<file path="config.mk">
export PLATFORM = sky130hd
export DESIGN_NAME = seq_detector_param
export DESIGN_NICKNAME = d
export VERILOG_FILES = /design/src/rtl/seqdet_pkg.sv /design/src/rtl/seqdet_sat_cnt.sv /design/src/rtl/seq_detector_param.sv
export SDC_FILE = /design/constraint.sdc
export NUM_CORES = 1
export LEC_CHECK = 0
export ABC_AREA = 0
export CAP_MARGIN = 20
export CORE_ASPECT_RATIO = 1.2
export CORE_MARGIN = 4
export CORE_UTILIZATION = 46
export CTS_CLUSTER_DIAMETER = 50
export CTS_CLUSTER_SIZE = 14
export DETAILED_ROUTE_END_ITERATION = 10
export GPL_TIMING_DRIVEN = 0
export PLACE_DENSITY = 0.83
export RECOVER_POWER = 25
export SYNTH_ARGS = -nofsm -noshare
export SYNTH_HDL_FRONTEND = slang
export SYNTH_SLANG_ARGS = --single-unit
</file>
<file path="constraint.sdc">
create_clock -name input_pulse -period 2 [get_ports input_pulse]
set_clock_uncertainty 0.1 [all_clocks]
set_input_delay 0.3 -clock input_pulse [delete_from_list [all_inputs] [get_ports input_pulse]]
set_output_delay 0.3 -clock input_pulse [all_outputs]
set_load 0.02 [all_outputs]
</file>
<file path="src/rtl/seqdet_pkg.sv">
// Shared helpers for the parameterised serial pattern detector: state width,
// elaboration-time KMP transition table and pattern border length.
package seqdet_pkg;

  localparam int unsigned MAX_LEN = 16;
  localparam int unsigned TBL_W   = MAX_LEN * 2 * 4;

  typedef enum logic {
    DET_RESTART = 1'b0,
    DET_OVERLAP = 1'b1
  } det_mode_e;

  function automatic int unsigned state_w(input int unsigned len);
    return (len <= 2) ? 1 : $clog2(len);
  endfunction

  // Entry (k, b) at bit offset (k*2+b)*4: longest pattern prefix that is a
  // suffix of prefix_k followed by b, capped at len-1 (the full-match entry
  // therefore holds the longest proper border).
  function automatic logic [TBL_W-1:0] kmp_table(input int unsigned len,
                                                 input logic [MAX_LEN-1:0] pat);
    logic [TBL_W-1:0] tbl;
    logic [MAX_LEN:0] s;
    int unsigned      best;
    logic             ok;
    tbl = '0;
    for (int unsigned k = 0; k < len; k++) begin
      for (int unsigned b = 0; b < 2; b++) begin
        s = '0;
        for (int unsigned j = 0; j < k; j++) s[j] = pat[len-1-j];
        s[k] = (b == 1);
        best = 0;
        for (int unsigned m = 1; (m <= k + 1) && (m < len); m++) begin
          ok = 1'b1;
          for (int unsigned i = 0; i < m; i++)
            if (s[k+1-m+i] != pat[len-1-i]) ok = 1'b0;
          if (ok) best = m;
        end
        tbl[(k*2+b)*4 +: 4] = 4'(best);
      end
    end
    return tbl;
  endfunction

  function automatic int unsigned border_len(input int unsigned len,
                                             input logic [MAX_LEN-1:0] pat);
    int unsigned best;
    logic        ok;
    best = 0;
    for (int unsigned m = 1; m < len; m++) begin
      ok = 1'b1;
      for (int unsigned i = 0; i < m; i++)
        if (pat[len-1-i] != pat[m-1-i]) ok = 1'b0;
      if (ok) best = m;
    end
    return best;
  endfunction

endpackage

</file>
<file path="src/rtl/seqdet_sat_cnt.sv">
// Saturating match counter with synchronous clear and a registered
// saturation flag.
module seqdet_sat_cnt #(
  parameter int unsigned CNT_W = 8
) (
  input  logic             clk,
  input  logic             rst_n,
  input  logic             clr,
  input  logic             inc,
  output logic [CNT_W-1:0] count,
  output logic             sat
);

  logic [CNT_W-1:0] count_q, count_d;
  logic             sat_q, sat_d;

  always_comb begin
    count_d = count_q;
    if (clr)
      count_d = '0;
    else if (inc && !sat_q)
      count_d = count_q + CNT_W'(1);
    sat_d = &count_d;
  end

  always_ff @(posedge clk or negedge rst_n) begin
    if (!rst_n) begin
      count_q <= '0;
      sat_q   <= 1'b0;
    end else begin
      count_q <= count_d;
      sat_q   <= sat_d;
    end
  end

  assign count = count_q;
  assign sat   = sat_q;

endmodule

</file>
<file path="src/rtl/seq_detector_param.sv">
// Serial pattern detector: KMP prefix-length FSM with Mealy match pulse,
// selectable overlapping/non-overlapping restart and a saturating match count.
module seq_detector_param
  import seqdet_pkg::*;
#(
  parameter int unsigned         PAT_LEN = 5,
  parameter logic [PAT_LEN-1:0]  PATTERN = 5'b11011,
  parameter int unsigned         CNT_W   = 8
) (
  input  logic                        input_pulse,
  input  logic                        clear,
  input  logic                        inp_1,
  input  logic                        in_en,
  input  logic                        overlap_en,
  input  logic                        cnt_clr,
  output logic                        out,
  output logic [state_w(PAT_LEN)-1:0] present_state,
  output logic [CNT_W-1:0]            match_count,
  output logic                        cnt_sat
);

  localparam int unsigned      SW      = state_w(PAT_LEN);
  localparam logic [15:0]      PAT16   = 16'(PATTERN);
  localparam logic [TBL_W-1:0] KMP_TBL = kmp_table(PAT_LEN, PAT16);
  localparam int unsigned      BORDER  = border_len(PAT_LEN, PAT16);
  localparam logic [SW-1:0]    LAST    = SW'(PAT_LEN - 1);

  logic [SW-1:0] state_q, state_d;
  logic [4:0]    row;
  logic [3:0]    nxt;
  logic          hit;
  det_mode_e     mode;

  always_comb begin
    state_d = state_q;
    hit     = 1'b0;
    mode    = det_mode_e'(overlap_en);
    row     = {4'(state_q), inp_1};
    nxt     = KMP_TBL[{row, 2'b00} +: 4];
    if (in_en) begin
      hit = (state_q == LAST) && (inp_1 == PATTERN[0]);
      // overlap_en only steers the post-match state; other edges follow KMP
      if (hit)
        state_d = (mode == DET_OVERLAP) ? SW'(BORDER) : '0;
      else
        state_d = nxt[SW-1:0];
    end
  end

  always_ff @(posedge input_pulse or negedge clear) begin
    if (!clear)
      state_q <= '0;
    else
      state_q <= state_d;
  end

  seqdet_sat_cnt #(
    .CNT_W(CNT_W)
  ) u_cnt (
    .clk   (input_pulse),
    .rst_n (clear),
    .clr   (cnt_clr),
    .inc   (hit),
    .count (match_count),
    .sat   (cnt_sat)
  );

  assign out           = hit;
  assign present_state = state_q;

endmodule
</file>
==> results of run 1 <==
[registers in the layout (all words and copies together), names as in the netlist]
register,flops
present_state,3
u_cnt.count,8
u_cnt.sat,1
[cells by family after synthesis]
family,after synthesis,synth area share [%]
mux,5,7.85
compound gates,8,6.63
buf+inv,6,3.14
xor+xnor,4,4.89
fa+ha+maj,1,1.74
simple gates,36,33.9
flops,12,41.9
[cell usage after synthesis (all sizes together) (3+ instances only)]
cell type	instances	area [sq um]
inv	4	15.0
mux2i	3	30.0
nor2	7	26.3
nor4	3	25.0
xnor2	3	26.3
nor3	3	15.0
nand4	3	18.8
o21ai	3	15.0
dfrtp	12	300
[path summary, 6_finish.rpt]
| kind | start | to |
|---|---|---|
| min | clear | u_cnt.count[6] |
| min in group input_pulse | u_cnt.count[5] | u_cnt.count[5] |
| max | in_en | u_cnt.sat |
| max in group asynchronous | clear | u_cnt.count[0] |
| min reg2reg | u_cnt.count[5] | u_cnt.count[5] |
| max reg2reg | present_state[0] | u_cnt.sat |
[per-stage QoR]
| step | std cells | cell area (sq um) | hold slack [ns] | util (%) |
|---|---|---|---|---|
| 5_1_grt | 112 | 963 | 0.394 | 65.8 |
| 3_3_place_gp | 107 | 918 | 0.486 | 62.7 |
| 4_1_cts | 112 | 961 | 0.296 | 65.6 |
| 6_report | 112 | 963 | 0.343 | 65.8 |
| 2_1_floorplan | 72 | 717 | -0.0956 | - |
| 3_5_place_dp | 107 | 918 | 0.525 | 62.7 |
[area by class of cell]
cell class                 instances  area (sq um)  area share, %
multi-input combinational         54           400           41.6
sequential                        12           300           31.2
timing repair buffer              19           183           19.0
clock buffer                       4          36.3           3.77
tap                               17          21.3           2.21
inverter                           4          15.0           1.56
buffer                             2          7.51          0.779
[routing by layer]
metal,wire length (um),share of wire [%]
met1,669,41
met2,818,50
met3,108,6.6
met4,34,2.1
met5,0,0
[what timing repair did]
item / in CTS / in global routing
resized for setup: 1 / 4
setup endpoints to repair: 1 / 3
setup buffers: 1 / 0
pin swaps: 1 / 0
hold buffers: 0 / 0
cloned: 0 / 0
[critical path, stage by stage]
cell and delay (ns):
clkdlybuf4s50_1 0.59, nand3b_1 0.13, buf_4 0.17, or2_4 0.27, mux2_4 0.31, nor4_2 0.19
[power breakdown]
group / internal, mW / switching [mW]
sequential: 0.263 / 0.0436
clock: 0.111 / 0.0825
combinational: 0.0968 / 0.0809
total: 0.471 / 0.207
==> results.md, run 1 <==
* Synth warnings at 0
* Final period utilization at 93.3%
* Grt total ovfl at 0
* Yosys cell types at 34
* Boundary Pins at 19
* Post-Syn Area at 717 sq um
* Number of synthesized flops with an enable pin at 0
* IO Port Bufs at 18
* CP Data Required Time at around 2.1 ns
* Post-synthesis sequential area ratio at between 40% and 50%
* # DRC at 0
* R2R depth at 4
* Mapped Cells at 72
* Final number of setup-violating endpoints at 0
* Met2 global-route usage at 26.9%
* # diodes at 0
* Met3 usage at 2.82%
* Pwr dens at between 700 and 800 nW/um^2
* Fin. max-slew vios at 0
* Slew Limit Headroom at between 60 and 70%
* Vias per cell at 5.76
* Detailed-route via count at 645
* Drt pass-1 iters at 4
* Post-route ant nets at 0
* Clock buffer depth at 2
* Total negative setup slack at 0 ns
* Worst min path class: in2async
* Filler instances at 127
* Area grow syn2layout at 34.4%
* Number of global-route vias before repair at ~680
* CTS root buf: clkbuf_4
* GRT Max-Usage Layer: met2
* Pre-CTS setup slack at -0.347 ns
* Cts bufs inserted at 3
* Routability-driven placement congestion ratio at about 0.85
* # Max-Cap Violations at 0
* Crit path DAT at about 2.0 ns
* Iteration-0 DRC Markers at 14
* Post-Route WL at between 1500 and 2000 um
* Post-synth top flop: dfrtp_1
* Commonest non-fill, non-tap cell in the layout: clkdlybuf4s50_1
* Asr flop ratio synth at between 90% and 100%
* Pin slew with the least headroom to its limit at between 0.5 and 0.6 ns
* CTS tree: done
* Clock slew at reported path FFs at 0.08 ns
* Clock period minus worst slack at roughly 1.9 ns
* Hold Vio Cnt, Final at 0
* Final Power at between 0.6 and 0.7 mW
* Maximum vdd drop at ~540 uV
* Crit-path max FO at 7
* Antenna violations before repair at 0
* Setup WS post-layout at between 0.1 and 0.15 ns
* Die W at approximately 44 um
* Largest net degree at the start of global routing at 13
* Synthesized net count at 79
* Global-route wire length before repair at slightly below 3000 um
* CP Class: in2reg
* Startpoint types: input pin
* Max Fclk at approximately 540 MHz
* Syn avg cell area at between 9 and 10 sq um
* FP Rows at 15
* Status: finished clean
* Sink Count at 12
* Leakage at approximately 0.41 nW
* Commonest non-fill, non-tap cells in the layout: clkdlybuf4s50_1 (16), dfrtp_1 (12), nor2_1 (7)
* Die area at ~2300 sq um
* Nets@finish at around 100
* RSZ-0062 raised after global routing: no
* Final HPWL DP at roughly 1200 um
* Reg2Reg Setup Slack at about 0.15 ns
* H-tree depth at 1
* Core footprint at 1460 sq um
* Die Y at around 50 um
* Worst-Skew Late Latency at 0.28 ns
* FF+latch count, synth at 12
* M1 GR Usage at 21.5%
* Routed length per placed instance at 14.6 um
* Total GRT Usage at between 10% and 20%
* CP endpoint kind: flop
* Initial Utilization at roughly half
* Fraction of layout cells with a size suffix above 1 at ~18%
Power figures use the tool's default switching activity.
==> inputs of run 2 (changes only) <==
Settings changed: CORE_ASPECT_RATIO 1.2 to not set, CORE_UTILIZATION 46 to 50, PLACE_DENSITY 0.83 to 0.89.
Clock period 2 ns to 2.2 ns, I/O delays scaled along.
==> run 2 against run 1 <==
Via count rose by 1.4%. Routed wire length rose by 2.3%. Die area fell by 6.8%. Global-route usage rose by 1.2 points. Design area fell by 1.2%. Worst hold slack improved by 0.055 ns. Critical path depth fell by 2. Critical endpoint is now out. Largest power group unchanged.
==> results.md, run 2 (same netlist as run 1, synthesis figures left out) <==
* Top Metal Used: met4
* Clock buffer depth at 2
* Initial Utilization at 53.8%
* CTS root buf: clkbuf_4
* Total negative setup slack at 0 ns
* # Max-Cap Violations at 0
* Fin. max-slew vios at 0
* CTS Hold Bufs at 0
* Setup WS post-layout at 0.135 ns
* Clock period minus worst slack at just over 2 ns
* WL met1 at ~750 um
* Startpoint types: input pin
* Buf/Inv on CP at 2
* CP Class: in2out
* Die Y at 45.9 um
* Nets@finish at 104
* Worst min path class: in2async
* DP Area at 916 sq um
* Post-layout util at a little under three quarters
* Detailed-route via count at ~650
* Commonest non-fill, non-tap cell in the layout: clkdlybuf4s50_1
* Largest register FFs at 8
* Commonest non-fill, non-tap cells in the layout: clkdlybuf4s50_1 (16), dfrtp_1 (12), nor2_1 (7)
* H-tree depth at 1
* Final period utilization at between 90% and 100%
* Post-Route WL at 1670 um
* Total GRT Usage at approximately 18%
* IO Port Bufs at 18
* CP Data Required Time at roughly 1.8 ns
* Hold Vio Cnt, Final at 0
* Routability-driven placement congestion ratio at ~0.85
* Leakage at 0.414 nW
* Routed length per placed instance at roughly 15 um
* Die W at about 46 um
* Die area at between 2000 and 2500 sq um
* Worst-Skew Late Latency at roughly 0.26 ns
* Critical Path Max Stage Delay at slightly below 0.6 ns
* Post-route ant nets at 0
* Pwr dens at 602 nW/um^2
* Met3 WL at 106 um
* Maximum vdd drop at about 440 uV
* Non-Filler Instances at between 100 and 150
* CTS tree: done
* Final number of setup-violating endpoints at 0
* Largest net degree at the start of global routing at 13
* Dpl cells at approximately 110
* CP top delay family: buffers and inverters
* Final Power at about 0.57 mW
* Pin slew with the least headroom to its limit at 0.572 ns
* CP endpoint kind: output port
* Final HPWL DP at around 1200 um
* Vias per cell at 5.95
* Slew Limit Headroom at 61.7%
* Clock slew at reported path FFs at 0.07 ns
* Antenna violations before repair at 0
* Final Cell Area at 952 sq um
* Pre-CTS setup slack at -0.281 ns
* FP Rows at 13
* Slowest-stage cell, CP: clkdlybuf4s50_1
* Number of global-route vias before repair at roughly 640
* Area grow syn2layout at 32.8%
* # DRC at 0
* DR WL met2 at between 800 and 900 um
* Crit path DAT at roughly 1.6 ns
* Final hold slack at roughly 0.40 ns
* Max Fclk at just under 500 MHz
* Iteration-0 DRC Markers at 25
* Global-route wire length before repair at approximately 2800 um
* Grt total ovfl at 0
* Boundary Pins at 19
* Status: finished clean
* Sink Count at 12
* Cts bufs inserted at 3
* Fraction of layout cells with a size suffix above 1 at around 16%
* Core footprint at between 1000 and 1500 sq um
* # diodes at 0
* Crit-path max FO at 7
* Critical Path, Cell by Cell: clkdlybuf4s50_1, nand3b_1, nor3_1, dlygate4sd2_1
* Drt pass-1 iters at 4
[run 2: changes by cell type in the layout (fill, tap and decap cells not counted), sizes merged]
cell	previous run	this run
clkbuf	7	5
dlygate4sd2	0	1
buf	1	2
[run 2: area by class of cell]
class,instances,area (sq um)
buffer,2,7.51
clock buffer,3,22.5
fill,119,382
inverter,4,15.0
multi-input combinational,54,394
sequential,12,300
tap,15,18.8
timing repair buffer,20,194
[run 2: path summary, 6_finish.rpt]
path                                       start                to  slack (ns)  cells past startpoint
worst max-delay path                       in_en               out        0.14                      4
worst min-delay path                       clear    u_cnt.count[4]        0.40                      1
worst max register to register  present_state[0]         u_cnt.sat        0.33                      4
worst min register to register  present_state[1]  present_state[1]        0.53                      2
max in group asynchronous                  clear    u_cnt.count[1]        1.23                      1
min in group input_pulse        present_state[1]  present_state[1]        0.53                      2
[run 2: routing by layer]
metal	global-route usage [%]	vias to the layer above
met5	0	-
met4	3.41	0
met3	5.14	2
met2	31.0	20
met1	23.5	321
li1	-	311
[run 2: what timing repair did]
item,CTS,global route
setup buffers,0,2
resized for setup,1,0
setup endpoints to repair,1,1
pin swaps,0,1
[run 2: report_power, final]
group          internal [mW]  total, mW  switching (mW)
registers              0.239      0.278          0.0390
clock network         0.0631      0.131          0.0676
logic                 0.0908      0.164          0.0735
total                  0.393      0.573           0.180
==> inputs of run 3 (changes only) <==
Settings changed: ABC_AREA 0 to not set, PLACE_DENSITY 0.89 to 0.85, SLEW_MARGIN set to 5.
==> run 3 against run 2 <==
Routed wire length down 3.7%. Count of clock-buffer cells in the layout unchanged. Worst setup slack better by 0.090 ns. Largest cell class unchanged.
==> results.md, run 3 (same netlist as run 1, synthesis figures left out) <==
* Commonest non-fill, non-tap cell in the layout: clkdlybuf4s50_1
* # Max-Cap Violations at 0
* Startpoint types: input pin
* Die area at 2100 sq um
* Worst-Skew Late Latency at approximately 0.27 ns
* Pre-CTS setup slack at -0.234 ns
* Sw Pwr at around 0.18 mW
* Maximum vdd drop at ~370 uV
* Clock buffer depth at 2
* CTS tree: done
* DP Area at 916 sq um
* # DRC at 0
* Sink Count at 12
* Switch share at between 30% and 40%
* Total GRT Usage at 18.4%
* H-tree depth at 1
* Fin. max-slew vios at 0
* Total negative setup slack at 0 ns
* Leakage at ~0.4 nW
* Post-layout util at slightly above 70%
* Die W at between 40 and 50 um
* CP endpoint kind: output port
* Detailed-route via count at slightly above 600
* Crit path DAT at 1.54 ns
* Cts bufs inserted at 3
* Final period utilization at 89.7%
* CTS Hold Bufs at 0
* Nets@finish at about 100
* Final number of setup-violating endpoints at 0
* # diodes at 0
* RSZ-0062 raised after global routing: no
* Clock slew at reported path FFs at around 0.070 ns
* Pwr dens at roughly 600 nW/um^2
* R2R depth at 4
* Status: finished clean
* Reg2Reg Setup Slack at between 0.3 and 0.4 ns
* Slew Limit Headroom at 62.7%
* Vias per cell at about 5.7
* Core footprint at approximately 1300 sq um
* FP Rows at 13
* Final HPWL DP at about 1200 um
* Post-Route WL at about 1600 um
* Worst min path class: in2async
* Final Power at about 0.57 mW
* P_int at around 0.39 mW
* Hold Vio Cnt, Final at 0
* Pin slew with the least headroom to its limit at between 0.5 and 0.6 ns
* Number of global-route vias before repair at between 600 and 700
* Commonest non-fill, non-tap cells in the layout: clkdlybuf4s50_1 (16), dfrtp_1 (12), nor2_1 (7)
* CP Class: in2out
* Share of total power in the clock network at around a quarter
* Largest net degree at the start of global routing at 13
* Post-route ant nets at 0
* CP Data Required Time at about 1.8 ns
* Initial Utilization at a little over half
* Final Cell Area at 945 sq um
* Drt pass-1 iters at 4
* CTS root buf: clkbuf_4
* Global-route wire length before repair at 2820 um
* Largest register FFs at 8
* Reg2Reg Launch Point: present_state[0]
* Part of the power in registers at roughly half
* Setup WS post-layout at about 0.23 ns
* Die Y at 45.9 um
* IO Port Bufs at 18
* Area grow syn2layout at 31.8%
* Crit-path max FO at 7
* Comb power frac at around 28%
* Antenna violations before repair at 0
* Routability-driven placement congestion ratio at roughly 0.80
* Iteration-0 DRC Markers at 4
* Crit Reg-Reg Endpoint: u_cnt.sat
* Routed length per placed instance at 14.7 um
* Boundary Pins at 19
* Fraction of layout cells with a size suffix above 1 at between 10 and 15%
* Clock period minus worst slack at 1.97 ns
* Max Fclk at approximately 510 MHz
* Grt total ovfl at 0
[run 3: worst max-delay path by stage]
stage | from | endpoint | slack (ns) | cells past startpoint
floorplan | present_state[2] | u_cnt.sat | 0.35 | 4
CTS | in_en | out | 0.23 | 4
global route | in_en | out | 0.10 | 4
finish | in_en | out | 0.23 | 4
detailed placement | in_en | out | -0.23 | 4
global placement | in_en | out | -0.23 | 4
[run 3: routing by layer]
metal | GRT usage [%] | wire [um] | vias to the layer above
li1 | - | - | 304
met1 | 24.1 | 719 | 290
met2 | 29.9 | 763 | 23
met3 | 3.16 | 110 | 2
met4 | 6.82 | 11 | 0
met5 | 0 | 0 | -
[run 3: stage by stage]
stage	cells	hold slack, ns
floorplan	72	-0.0656
global placement	105	0.486
detailed placement	105	0.491
CTS	109	0.335
global route	109	0.430
finish	109	0.385
[run 3: what timing repair did]
item | in CTS | in global routing
endpoints found under the setup margin | 1 | 0
gates resized for setup | 1 | 0
buffers inserted | 1 | 0
[run 3: power groups by stage]
stage               clock [mW]  sequential, mW  combinational (mW)
floorplan                    0           0.296              0.0708
global placement             0           0.279               0.155
detailed placement           0           0.281               0.158
CTS                      0.138           0.276               0.162
global route             0.147           0.286               0.177
finish                   0.133           0.277               0.160
[run 3: critical path: stages]
cell and delay [ns]:
clkdlybuf4s50_1 0.59, nand3b_1 0.14, nor3_1 0.13, dlygate4sd2_1 0.35
[run 3: final cells by class]
type / count / area, sq um
Multi-Input combinational cell: 54 / 394
Tap cell: 15 / 18.8
Sequential cell: 12 / 300
Buffer: 2 / 7.51
Clock buffer: 3 / 22.5
Fill cell: 118 / 389
Inverter: 4 / 15.0
Timing Repair Buffer: 19 / 186
